==> config.mk <==
export PLATFORM = sky130hd
export DESIGN_NAME = pkt_arb2
export DESIGN_NICKNAME = d
export VERILOG_FILES = /design/src/rtl/pkt_arb2_pkg.sv /design/src/rtl/pkt_arb2_out_reg.sv /design/src/rtl/pkt_arb2.sv
export SDC_FILE = /design/constraint.sdc
export NUM_CORES = 1
export LEC_CHECK = 0
export CORE_MARGIN = 10
export CORE_UTILIZATION = 34
export CTS_CLUSTER_SIZE = 20
export DETAILED_ROUTE_END_ITERATION = 7
export HOLD_SLACK_MARGIN = 0.12
export PLACE_DENSITY = 0.65
export SLEW_MARGIN = 10
export SYNTH_ARGS = -nofsm -noshare
export SYNTH_HDL_FRONTEND = slang
export SYNTH_HIERARCHICAL = 1
export SYNTH_SLANG_ARGS = --single-unit
==> constraint.sdc <==
create_clock -name clk -period 2.6 [get_ports clk]
set_clock_uncertainty 0.05 [all_clocks]
set_input_delay 0.26 -clock clk [delete_from_list [all_inputs] [get_ports clk]]
set_output_delay 0.26 -clock clk [all_outputs]
set_load 0.03 [all_outputs]
==> src/rtl/pkt_arb2_pkg.sv <==
// Shared encodings for the two-input packet arbiter and the downstream 2:1 mux.
package pkt_arb2_pkg;

    typedef enum logic [1:0] {
        ST_IDLE  = 2'd0,
        ST_GNT_A = 2'd1,
        ST_GNT_B = 2'd2
    } arb_state_e;

    // Mux select convention: y = sel ? a : b
    localparam logic SEL_A = 1'b1;
    localparam logic SEL_B = 1'b0;

    function automatic arb_state_e grant_of(input logic pick_a);
        return pick_a ? ST_GNT_A : ST_GNT_B;
    endfunction

    function automatic logic sel_of(input logic pick_a);
        return pick_a ? SEL_A : SEL_B;
    endfunction

endpackage

==> src/rtl/pkt_arb2_out_reg.sv <==
// One-deep valid/ready output register: a fire loads a new beat (replacing any
// beat being drained in the same cycle), otherwise an accepted beat empties it.
module pkt_arb2_out_reg #(
    parameter int WIDTH = 8
) (
    input  logic             clk,
    input  logic             rst_n,
    input  logic             load_i,
    input  logic [WIDTH-1:0] data_i,
    input  logic             last_i,
    input  logic             ready_i,
    output logic             valid_o,
    output logic [WIDTH-1:0] data_o,
    output logic             last_o
);

    logic             valid_q;
    logic [WIDTH-1:0] data_q;
    logic             last_q;

    // Load on fire, otherwise drop valid once the consumer takes the beat; data holds after drain.
    always_ff @(posedge clk or negedge rst_n) begin
        if (!rst_n) begin
            valid_q <= 1'b0;
            data_q  <= '0;
            last_q  <= 1'b0;
        end else if (load_i) begin
            valid_q <= 1'b1;
            data_q  <= data_i;
            last_q  <= last_i;
        end else if (ready_i && valid_q) begin
            valid_q <= 1'b0;
        end
    end

    assign valid_o = valid_q;
    assign data_o  = data_q;
    assign last_o  = last_q;

endmodule

==> src/rtl/pkt_arb2.sv <==
// Two-input packet-level round-robin arbiter. The grant is held for a whole
// packet; the winner streams through a one-deep output register.
//
// state    | meaning
// ---------+------------------------------------------
// ST_IDLE  | no owner, arbitrate on the next valid
// ST_GNT_A | A owns the output until its last beat
// ST_GNT_B | B owns the output until its last beat
module pkt_arb2
    import pkt_arb2_pkg::*;
#(
    parameter int WIDTH = 8
) (
    input  logic             clk,
    input  logic             rst_n,
    input  logic [WIDTH-1:0] a_data,
    input  logic             a_last,
    input  logic             a_valid,
    output logic             a_ready,
    input  logic [WIDTH-1:0] b_data,
    input  logic             b_last,
    input  logic             b_valid,
    output logic             b_ready,
    output logic             sel,
    output logic [WIDTH-1:0] y_data,
    output logic             y_last,
    output logic             y_valid,
    input  logic             y_ready
);

    arb_state_e       state_q;
    logic             prio_a_q;
    logic             sel_q;

    logic             load;
    logic             fire_a;
    logic             fire_b;
    logic             pick_a;
    logic [WIDTH-1:0] in_data;
    logic             in_last;

    assign load    = ~y_valid | y_ready;
    assign a_ready = load & (state_q == ST_GNT_A);
    assign b_ready = load & (state_q == ST_GNT_B);
    assign fire_a  = a_valid & a_ready;
    assign fire_b  = b_valid & b_ready;

    // Tie goes to whichever input the priority flag currently favours.
    assign pick_a  = a_valid & (prio_a_q | ~b_valid);

    // Only one fire can be live, so a plain 2:1 pick is enough.
    assign in_data = fire_a ? a_data : b_data;
    assign in_last = fire_a ? a_last : b_last;

    // Grant FSM, priority flag and mux select; switch at end of packet without a bubble.
    always_ff @(posedge clk or negedge rst_n) begin
        if (!rst_n) begin
            state_q  <= ST_IDLE;
            prio_a_q <= 1'b1;
            sel_q    <= SEL_B;
        end else begin
            case (state_q)
                ST_IDLE: begin
                    if (a_valid || b_valid) begin
                        state_q <= grant_of(pick_a);
                        sel_q   <= sel_of(pick_a);
                    end
                end
                ST_GNT_A: begin
                    if (fire_a && a_last) begin
                        prio_a_q <= 1'b0;
                        if (b_valid) begin
                            state_q <= ST_GNT_B;
                            sel_q   <= SEL_B;
                        end else if (a_valid) begin
                            state_q <= ST_GNT_A;
                        end else begin
                            state_q <= ST_IDLE;
                        end
                    end
                end
                ST_GNT_B: begin
                    if (fire_b && b_last) begin
                        prio_a_q <= 1'b1;
                        if (a_valid) begin
                            state_q <= ST_GNT_A;
                            sel_q   <= SEL_A;
                        end else if (b_valid) begin
                            state_q <= ST_GNT_B;
                        end else begin
                            state_q <= ST_IDLE;
                        end
                    end
                end
                default: begin
                    state_q <= ST_IDLE;
                end
            endcase
        end
    end

    assign sel = sel_q;

    pkt_arb2_out_reg #(
        .WIDTH(WIDTH)
    ) u_out_reg (
        .clk     (clk),
        .rst_n   (rst_n),
        .load_i  (fire_a | fire_b),
        .data_i  (in_data),
        .last_i  (in_last),
        .ready_i (y_ready),
        .valid_o (y_valid),
        .data_o  (y_data),
        .last_o  (y_last)
    );

endmodule
**After elaboration in Yosys (flattened, before gate mapping)**

Cells that the tools add are included.

- Register bits: 14
- Bits in latches: 0
- Memory bits (writable): 0
- ROM bits: 0
- Input port bits: 23
- Memories kept: 0

- Add/subtract/negate cells: 0
- $mul: 0
- Divide/modulo/power cells: 0
- Magnitude comparators: 0
- Equality and inequality tests: 7
- Shifts and indexed selects: 0
- Multiplexer cells: 23
- Bitwise logic cells: 10
- Reduce and logical (&&, ||, !) cells: 11

Operator list:

| kind | count |
|---|---|
| $mux W2 | 7 |
| $mux W1 | 12 |
| $mux W8 | 1 |
| $ne A2 B2 Y1 const B | 3 |
| $pmux W2 S3 | 1 |
| $reduce_and A3 Y1 | 2 |
| $reduce_and A6 Y1 | 1 |
| $and A1 B1 Y1 | 5 |
| $ne A2 B1 Y1 const B | 2 |
| $reduce_bool A2 Y1 | 2 |
| $logic_and A1 B1 Y1 | 3 |
| $or A1 B1 Y1 | 3 |
| $pmux W1 S3 | 1 |
| $reduce_bool A3 Y1 | 1 |
| $eq A2 B1 Y1 const B | 1 |
| $eq A2 B2 Y1 const B | 1 |
| $logic_not A2 Y1 | 1 |
| $not A1 Y1 | 2 |
| $pmux W1 S2 | 1 |
| $logic_or A1 B1 Y1 | 1 |

**Longest topological paths before layout**

- Word-level depth: 7
- Mapped depth: 7

**Modules after synthesis**

The synthesis kept the hierarchy.

Modules (own cells, without submodules):

| module | instances | cells an instance | area an instance (µm²) | seq. area each (µm²) |
|---|---|---|---|---|
| pkt_arb2 | 1 | 54 | 485.5 | 101.3 |
| pkt_arb2_out_reg | 1 | 22 | 409.1 | 250.2 |

**Least setup slack after synthesis**

No wires, ideal clock.

- Kind: reg-to-reg
- From: register state_q[1]
- To: register u_out_reg.data_q[0] (netlist: u_out_reg/data_o[0])
- Library setup time: 0.125 ns
- Arrival: 1.859 ns
- Required time: 2.425 ns
- Path slack: 0.566 ns
- Stages on the path, launching flop included: 8
- Path through: dfrtp_1 inv_1 ha_1 and2_1 nand2_1 nand2_1 buf_6 mux2_4

- Cells in the longest elaborated chain, start to end: 4
- Elaborated cells between the ends (all ways): 8
- Those cells by class: eq/ne (2); mux (1); bitwise (5)

Ends and longest elaborated chain:

| item | line | text |
|---|---|---|
| start: declaration | pkt_arb2.sv:31 | `arb_state_e state_q;` |
| start signal: assignment | pkt_arb2.sv:65 | `state_q <= grant_of(pick_a);` |
| $eq A2 B1 Y1 (*) | pkt_arb2.sv:43 | `assign a_ready = load & (state_q == ST_GNT_A);` |
| $and A1 B1 Y1 (*) | pkt_arb2.sv:43 |  |
| net a_ready | pkt_arb2.sv:19 | `output logic a_ready,` |
| $and A1 B1 Y1 (*) | pkt_arb2.sv:45 | `assign fire_a = a_valid & a_ready;` |
| $mux W8 / $or A1 B1 Y1 (equally long branches) | pkt_arb2.sv:52, pkt_arb2.sv:109 |  |
| end signal: assignment | pkt_arb2_out_reg.sv:29 | `data_q <= data_i;` |
| end: declaration | pkt_arb2_out_reg.sv:18 | `logic [WIDTH-1:0] data_q;` |

Mark *: on every way through the listed nets, which the timed path passes. The rest lies on a longest branch.
A chain may end at the register's enable or synchronous reset.

**Worst setup path in the final report**

- From: register state_q[1]
- To: output a_ready

- Cells in the longest elaborated chain, start to end: 2

Ends and longest elaborated chain:

| item | line |
|---|---|
| $eq A2 B1 Y1 | pkt_arb2.sv:43 |
| $and A1 B1 Y1 | pkt_arb2.sv:43 |
| end: declaration | pkt_arb2.sv:19 |

Every way passes these cells.

==> metrics.cfg <==
[yosys]
synthTopCellsByArea = dfrtp_1 (36%), mux2_4 (15%), mux2_2 (11%)
ys.flop_type = dfrtp_1
synth_edf_count = 0
yosysUniqueCellTypes = 25
synth-seq-cells = 14
yosys.area.top_type_share = 0.3636
yosysWarnings = 6
yosys.area.top_type = dfrtp_1
synth_area_um2 = 894.6
synthCells = 76
synth.avg_cell_area_um2 = 11.77
async_reset_ff_frac = 1.000
seq_area_frac_synth = 0.3930
synth_fp_nets = 103

[clock_tree]
ctsResizeCount = 0
postCtsSetupBuffers = 0
clk_path_buf_depth = 2
clk_pin_slew_ns = 0.09
clk_latency_ns = 0.28
cts_made_buffers = 3
clock-sinks = 14
cts_hold_repair.buffers = 0
htreeDepth = 1
cts-root-buf = clkbuf_4
cts_tree = yes

[die]
die-area_mm2 = 0.005083
die_h_um = 71.30
die_w_um = 71.30
ios = 36
core_area_mm2 = 0.002500
num_rows = 18
initial_core_util = 0.3579

[grt]
grtUsageMet3 = 0.05096
antenna_found_initial = 0
track_usage = 0.08613
grt_most_used_layer = met2
grtUsageMet2 = 0.1363
globalRouteMet1Util = 0.09242
grt_start_max_net_pins = 15
overflow = 0
grt_pass1_wl_um = 3532
grt_pass1_vias = 771

[place]
hpwlAfterDp_um = 1778
gp_congestion = 0.7875
io_buffers = 35

[routing]
wire_per_inst_um = 14.86
dr.pass1.iters = 4
vias = 692
via_per_inst = 4.740
ant_nets = 0
wirelength_um = 2170
first_iter_violations = 35
drc = 0

[setup_path]
cpPeakStageDelay_ns = 0.68
criticalPathCategory = reg2out
worst_path_max_delay_cell = clkdlybuf4s50_1
cp-start-kind = register
critPathMaxFanout = 5
crit_chain = inv_1 -> ha_1 -> and2_1 -> clkdlybuf4s50_1
cp-end-kind = output port
cp.arrival_ns = 1.87
cp.required_ns = 2.29

[timing]
setup_violations = 0
fmax_ghz = 0.4584
max_slew_margin = 0.5628
tightest_slew_ns = 0.6538
final.setup.tns_ns = 0
layout_min_cycle_time_ns = 2.181
hold_violations = 0
whs_ns = 0.3222
drv_slew = 0
rsz0062_at_grt = no
post-route-period-util = 0.8390

[finish]
area_growth_pct = 47.83
nFillCells = 235
finalNetCount = 144
diodes = 0
fin_util = 0.5290
mostFrequentLayoutCells = clkdlybuf4s50_1 (35), dfrtp_1 (13), nand2_1 (10)
mostFrequentLayoutCell = clkdlybuf4s50_1
layout-drive-gt1-share = 0.2672

[worst_hold_path]
hold_path.class = in2async

[status]
outcome = completed

[power]
power.leakage_nw = 0.5805
cellPowerDensity_mw_per_mm2 = 1152
power_mw = 1.523
peakVddDrop_v = 0.0006651

[run]
timing.max_cap.violations = 0

[final timing paths]
check | from | to | slack [ns] | cells past startpoint
min in group clk | sel | sel | 0.44 | 1
max in group asynchronous | rst_n | sel | 1.75 | 1
min reg2reg | sel | sel | 0.44 | 1
min | rst_n | u_out_reg/data_o[2] | 0.32 | 1
max reg2reg | state_q[1] | u_out_reg/data_o[1] | 0.62 | 6
max | state_q[1] | a_ready | 0.42 | 4
[critical path: cells and delay by family, from the launching register on]
family / cells / cell delay [ns]
adder cells (fa/ha/maj): 1 / 0.24
AND/OR/NAND/NOR: 1 / 0.17
flip-flops: 1 / 0.42
buffers and inverters: 2 / 0.77
[metrics by stage]
step                      std cells  setup WS [ns]  cell area [um2]
after floorplan                  76         0.5661            894.6
after global placement          142         0.5171             1286
after detailed placement        142         0.4859             1286
after CTS                       146         0.3758             1323
after global routing            146         0.3111             1323
final                           146         0.4185             1323
[state kept, by name, indices dropped and copies added (netlist names)]
name	count
prio_a_q	1
state_q	2
u_out_reg/last_o	1
u_out_reg/valid_o	1
u_out_reg/data_o	8
sel	1
[layout make-up]
type / count / area [um2] / share of cell area
multi-input cells: 56 / 513.0 / 0.3879
repair buffers: 37 / 365.4 / 0.2763
flip-flops and latches: 14 / 351.6 / 0.2658
well taps: 30 / 37.54 / 0.02838
clock buffers: 4 / 36.28 / 0.02744
inverters: 5 / 18.77 / 0.01419
[synthesized netlist by cell type, drive strengths merged (2+ instances only)]
| cell type | instances |
|---|---|
| and2 | 2 |
| o21a | 2 |
| inv | 5 |
| nor2 | 2 |
| o21ai | 4 |
| mux2 | 19 |
| dfrtp | 13 |
| nand2 | 10 |
| nand2b | 2 |
| nor2b | 2 |
| ha | 4 |
[metal layers]
layer | wire length (um) | vias up
met4 | 7 | 0
li1 | - | 349
met3 | 229 | 2
met2 | 986 | 25
met5 | 0 | -
met1 | 946 | 316
[where the power goes]
part / switching (mW) / internal, mW / total, mW
Combinational: 0.472 / 0.491 / 0.963
Clock: 0.0713 / 0.0851 / 0.156
Sequential: 0.0713 / 0.333 / 0.404
Total: 0.614 / 0.909 / 1.52
[logic make-up (layout without fill, tap and decap cells)]
| family | after synthesis | count (layout) | share of synthesized area |
|---|---|---|---|
| multiplexers | 19 | 19 | 0.2769 |
| flip-flops | 14 | 14 | 0.3930 |
| buffers and inverters | 6 | 46 | 0.03357 |
| adder cells (fa/ha/maj) | 4 | 4 | 0.05595 |
| AND/OR/NAND/NOR | 20 | 20 | 0.1119 |
| AO/OA/AOI/OAI | 13 | 13 | 0.1287 |
(Power assumes the default switching activity.)
